## config.mk

```make
export PLATFORM = sky130hd
export DESIGN_NAME = seg8_scan_driver
export DESIGN_NICKNAME = d
export VERILOG_FILES = /design/src/rtl/seg8_scan_driver.sv
export SDC_FILE = /design/constraint.sdc
export NUM_CORES = 1
export LEC_CHECK = 0
export ABC_AREA = 1
export CAP_MARGIN = 20
export CORE_MARGIN = 8
export CORE_UTILIZATION = 57
export DETAILED_ROUTE_END_ITERATION = 10
export PLACE_DENSITY = 0.9
export SLEW_MARGIN = 20
export SYNTH_ARGS = -nofsm -noshare
export SYNTH_HDL_FRONTEND = slang
export SYNTH_SLANG_ARGS = --single-unit
```

## constraint.sdc

```tcl
create_clock -name clk -period 7.85 [get_ports clk]
set_clock_uncertainty 0.1 [all_clocks]
set_input_delay 1.57 -clock clk [delete_from_list [all_inputs] [get_ports clk]]
set_output_delay 1.57 -clock clk [all_outputs]
set_load 0.03 [all_outputs]
```

## src/rtl/seg8_scan_driver.sv

```systemverilog
// Time-multiplexed 8-digit common-anode hex display driver (active-low segments and selects).
// Shows a 32-bit word captured only at frame boundaries, so a frame never tears.
module seg8_scan_driver #(
  parameter int SCAN_DIV   = 16384,
  parameter bit LEAD_BLANK = 1'b0
) (
  input  logic        clk,
  input  logic        reset,
  input  logic        cs,
  input  logic [31:0] i_data,
  output logic [7:0]  o_seg,
  output logic [7:0]  o_sel
);

  localparam int CW = $clog2(SCAN_DIV);
  localparam logic [CW-1:0] LAST = CW'(SCAN_DIV - 1);

  logic [CW-1:0] div_cnt;
  logic [2:0]    dig;
  logic [31:0]   snap;

  logic          tick;
  logic          frame_end;
  logic [2:0]    next_dig;
  logic [4:0]    nib_lsb;
  logic [31:0]   src;
  logic [3:0]    nib;
  logic          blank;
  logic [7:0]    next_seg;
  logic [7:0]    next_sel;

  function automatic logic [7:0] dec(input logic [3:0] v);
    case (v)
      4'h0: dec = 8'hC0;
      4'h1: dec = 8'hF9;
      4'h2: dec = 8'hA4;
      4'h3: dec = 8'hB0;
      4'h4: dec = 8'h99;
      4'h5: dec = 8'h92;
      4'h6: dec = 8'h82;
      4'h7: dec = 8'hF8;
      4'h8: dec = 8'h80;
      4'h9: dec = 8'h90;
      4'hA: dec = 8'h88;
      4'hB: dec = 8'h83;
      4'hC: dec = 8'hC6;
      4'hD: dec = 8'hA1;
      4'hE: dec = 8'h86;
      default: dec = 8'h8E;
    endcase
  endfunction

  assign tick      = (div_cnt == LAST);
  assign frame_end = tick && (dig == 3'd7);
  assign next_dig  = dig + 3'd1;
  assign nib_lsb   = {next_dig, 2'b00};

  // Digit 0 of a new frame is decoded from the value being captured, not the stale snapshot.
  always_comb begin
    src      = snap;
    if (frame_end && cs) src = i_data;
    nib      = src[nib_lsb +: 4];
    blank    = LEAD_BLANK && (next_dig != 3'd0) && ((src >> nib_lsb) == '0);
    next_sel = 8'hFF;
    next_seg = 8'hFF;
    if (cs) begin
      next_sel = ~(8'b1 << next_dig);
      if (!blank) next_seg = dec(nib);
    end
  end

  always_ff @(posedge clk) begin
    if (reset) begin
      div_cnt <= '0;
      dig     <= '0;
      snap    <= '0;
      o_seg   <= 8'hFF;
      o_sel   <= 8'hFF;
    end else begin
      div_cnt <= tick ? '0 : div_cnt + 1'b1;
      if (tick) begin
        dig   <= next_dig;
        o_seg <= next_seg;
        o_sel <= next_sel;
      end
      if (frame_end && cs) snap <= i_data;
    end
  end

endmodule
```

==> summary.txt <==
Outcome
  – Status: finished, final reports clean

Synthesis
  – Synth Warn #: 0
  – Distinct cell type count after synthesis: 34
  – Post-synth ARST share: 0
  – Yosys reg bits: 64
  – Post-synth EDFFs: 0
  – Cell count after synthesis: approximately 420
  – Synth Area per Inst: 7.463 µm²
  – Ys flop type: dfxtp_1
  – Post-Syn Nets: between 400 and 500
  – Mapped cell area: 3164 µm²
  – Post-synthesis sequential area ratio: 0.4049

Global route
  – Pin count of the biggest net entering global routing: 36
  – First-pass GRT wire length: around 13 mm
  – Gr usage total: 0.1898
  – Vias in the first global route: 2970
  – Initial antenna violation count: 0
  – GRT Residual Overflow: 0

Clock tree
  – CTS sink cnt: between 60 and 70
  – TritonCTS clock tree: done
  – Hold buffer count at CTS: 0
  – H-Tree Depth: 3
  – Post-CTS sizing: 0
  – Setup bufs post-CTS: 0
  – Root buffer cell: clkbuf_8
  – CTS Buf Count: 9
  – CTS Buffer Depth: 2
  – Clk_lat worst skew: about 340 ps
  – Clk pin slew, worst setup/hold paths: roughly 70 ps

Power and ir drop
  – Sw power: between 100 and 150 µW
  – Clock power frac: 0.447
  – Worst vdd ir: 0.1124 mV
  – Int Pwr: about 510 µW
  – Power Density: 167.2 nW/µm²
  – Seq pwr share: 0.510
  – Sw Share: 0.2107
  – Combinational fraction of design power: 0.043
  – Leak Pwr: around 0.0016 µW

STA
  – Achievable Freq: roughly 220 MHz
  – Final TNS setup: 0 ps
  – Slew HR: 0.4836
  – Slew Viols, Final: 0
  – Final Hold Fails: 0
  – Endpoints failing setup: 0
  – Final min period: 4643 ps
  – Least-Margin Pin Slew: between 700 and 800 ps
  – RSZ-0062 raised after global routing: false
  – Fin crit share: 0.5915
  – Worst hold slack: 351.1 ps

Cells and area
  – Area growth syn-to-layout: 21.08%
  – Area taken by multi-input logic gates: between 1500 and 2000 µm²
  – Fin area: 3831 µm²
  – Layout filler cell count: between 400 and 500
  – Final nets: around 520
  – N_diodes: 0
  – Register Area: 1281 µm²
  – Fraction of layout cells with a size suffix above 1: 0.09958
  – Post-Layout Cell Count: about 540

Place
  – Port Buffer Count: 49
  – Placed inst area: roughly 3600 µm²
  – Placer's final routability congestion estimate: roughly 0.89
  – HPWL after DPL: approximately 5.3 mm
  – Placed cell count: approximately 530

Detailed routing
  – Vias: between 2000 and 3000
  – Final ANT Viol Nets: 0
  – Residual DRC: 0
  – DR iter-0 viols: between 150 and 200
  – DR vias/cell: 5.441
  – Post-DR wirelength/cell: between 10 and 15 µm
  – First-pass iteration count of the detailed router: 5
  – Post-Route WL: ~7.4 mm

Setup path
  – Critical Path Start Type: primary input
  – Crit Path Class: in2reg
  – Critical Path AT: roughly 4800 ps
  – CP endpoint kind: flop
  – Required @ worst endpoint: 7990 ps
  – Worst-path fanout max: 34

Die
  – IO Pins: 51
  – Die height: 90.51 µm
  – Die area: between 8000 and 9000 µm²
  – Initial Util: 0.5818
  – Core ar.: between 5000 and 6000 µm²
  – Die W: around 90 µm
  – Placement row count: 27

Worst hold path
  – Worst min-delay path class: reg2reg

Run
  – Max cap viols: 0
## critical path: stages
cell             delay, ps
clkdlybuf4s50_1        440
nand2_1                100
clkinv_1               490
nand3_4                570
inv_2                  210
nand2_1                140
nand3_1                 90
nand3_1                140
nand3_1                100
nand2_2                150
inv_1                   90
ha_1                   210
nand3_1                130
nand2_1                 80
nand2_1                 60
nand3_1                 70
nand2_1                 80
inv_1                   40
## final timing paths
path / cells past startpoint / end / from / slack (ps)
max reg2reg: 14 / o_seg[3] / dig[0] / 3640
min reg2reg: 1 / div_cnt[0] / div_cnt[0] / 350
min: 1 / div_cnt[0] / div_cnt[0] / 350
max: 18 / o_seg[3] / cs / 3210
## state kept, by name, indices dropped and copies added, names as in the netlist
register	cells
dig	3
div_cnt	14
o_seg	7
o_sel	8
snap	32
## cell usage in the layout (no fill, tap or decap), drive strengths merged
| cell type | Yosys | layout |
|---|---|---|
| or2 | 2 | 2 |
| o22a | 1 | 1 |
| buf | 11 | 1 |
| nor3 | 2 | 2 |
| clkbuf | 7 | 13 |
| and2 | 1 | 1 |
| clkinv | 5 | 7 |
| nand3 | 89 | 89 |
| nand4 | 1 | 1 |
| inv | 27 | 27 |
| ha | 13 | 13 |
| dfxtp | 64 | 64 |
| a31oi | 6 | 6 |
| conb | 1 | 1 |
| nor2 | 38 | 38 |
| bufinv | 0 | 1 |
| xor2 | 2 | 2 |
| nand3b | 1 | 1 |
| o22ai | 2 | 2 |
| nand2 | 99 | 99 |
| a21oi | 42 | 42 |
| xnor2 | 4 | 4 |
| o21ai | 6 | 6 |
| clkdlybuf4s50 | 0 | 49 |
## layout make-up
| type | instances | area share |
|---|---|---|
| multi-input cells | 310 | 0.4275 |
| well taps | 72 | 0.02351 |
| clock buffers | 13 | 0.04148 |
| clock inverters | 3 | 0.01045 |
| repair buffers | 50 | 0.1300 |
| flip-flops and latches | 64 | 0.3344 |
| inverters | 32 | 0.03266 |
## power groups by stage
stage | registers (µW) | clock network (µW) | logic, µW
2_1_floorplan | 334 | 0 | 7.99
4_1_cts | 327 | 290 | 27.3
3_5_place_dp | 334 | 0 | 27.2
3_3_place_gp | 334 | 0 | 27.1
5_1_grt | 327 | 303 | 29.4
6_report | 327 | 287 | 27.3
## stage by stage
step / setup WS (ps) / total power, µW / util
after floorplan: 4350 / 341.9 / -
after global placement: 3144 / 361.1 / 0.6678
after detailed placement: 2941 / 361.3 / 0.6678
after CTS: 3276 / 644.3 / 0.7044
after global routing: 2891 / 659.5 / 0.7044
final: 3207 / 640.6 / 0.7044
## synthesized netlist by cell type, types with 6 or more instances
cell type,instances,area [µm²]
a21oi_1,41,205.2
a31oi_1,6,37.54
clkbuf_1,7,26.28
dfxtp_1,64,1281
ha_1,13,162.7
inv_1,23,86.33
nand2_1,89,334.1
nand2_2,8,50.05
nand3_1,80,400.4
nand3_2,8,80.08
nor2_1,33,123.9
o21ai_0,6,30.03
## per-layer routing
| metal | global-route usage | vias up | wire length [µm] |
|---|---|---|---|
| met4 | 0.1110 | 0 | 166 |
| met5 | 0 | - | 0 |
| li1 | - | 1487 | - |
| met3 | 0.05071 | 14 | 456 |
| met2 | 0.3051 | 93 | 3605 |
| met1 | 0.2216 | 1366 | 3140 |
## logic make-up after synthesis
group | synth area share
DFF | 0.4049
AOI/OAI and AO/OA | 0.09569
xor gates and xnor gates | 0.01661
and+or+nand+nor | 0.3527
other | 0.001185
buffers and inverters | 0.07750
adders and majority gates | 0.05140
Note: power is estimated with default switching activity, not from simulation.
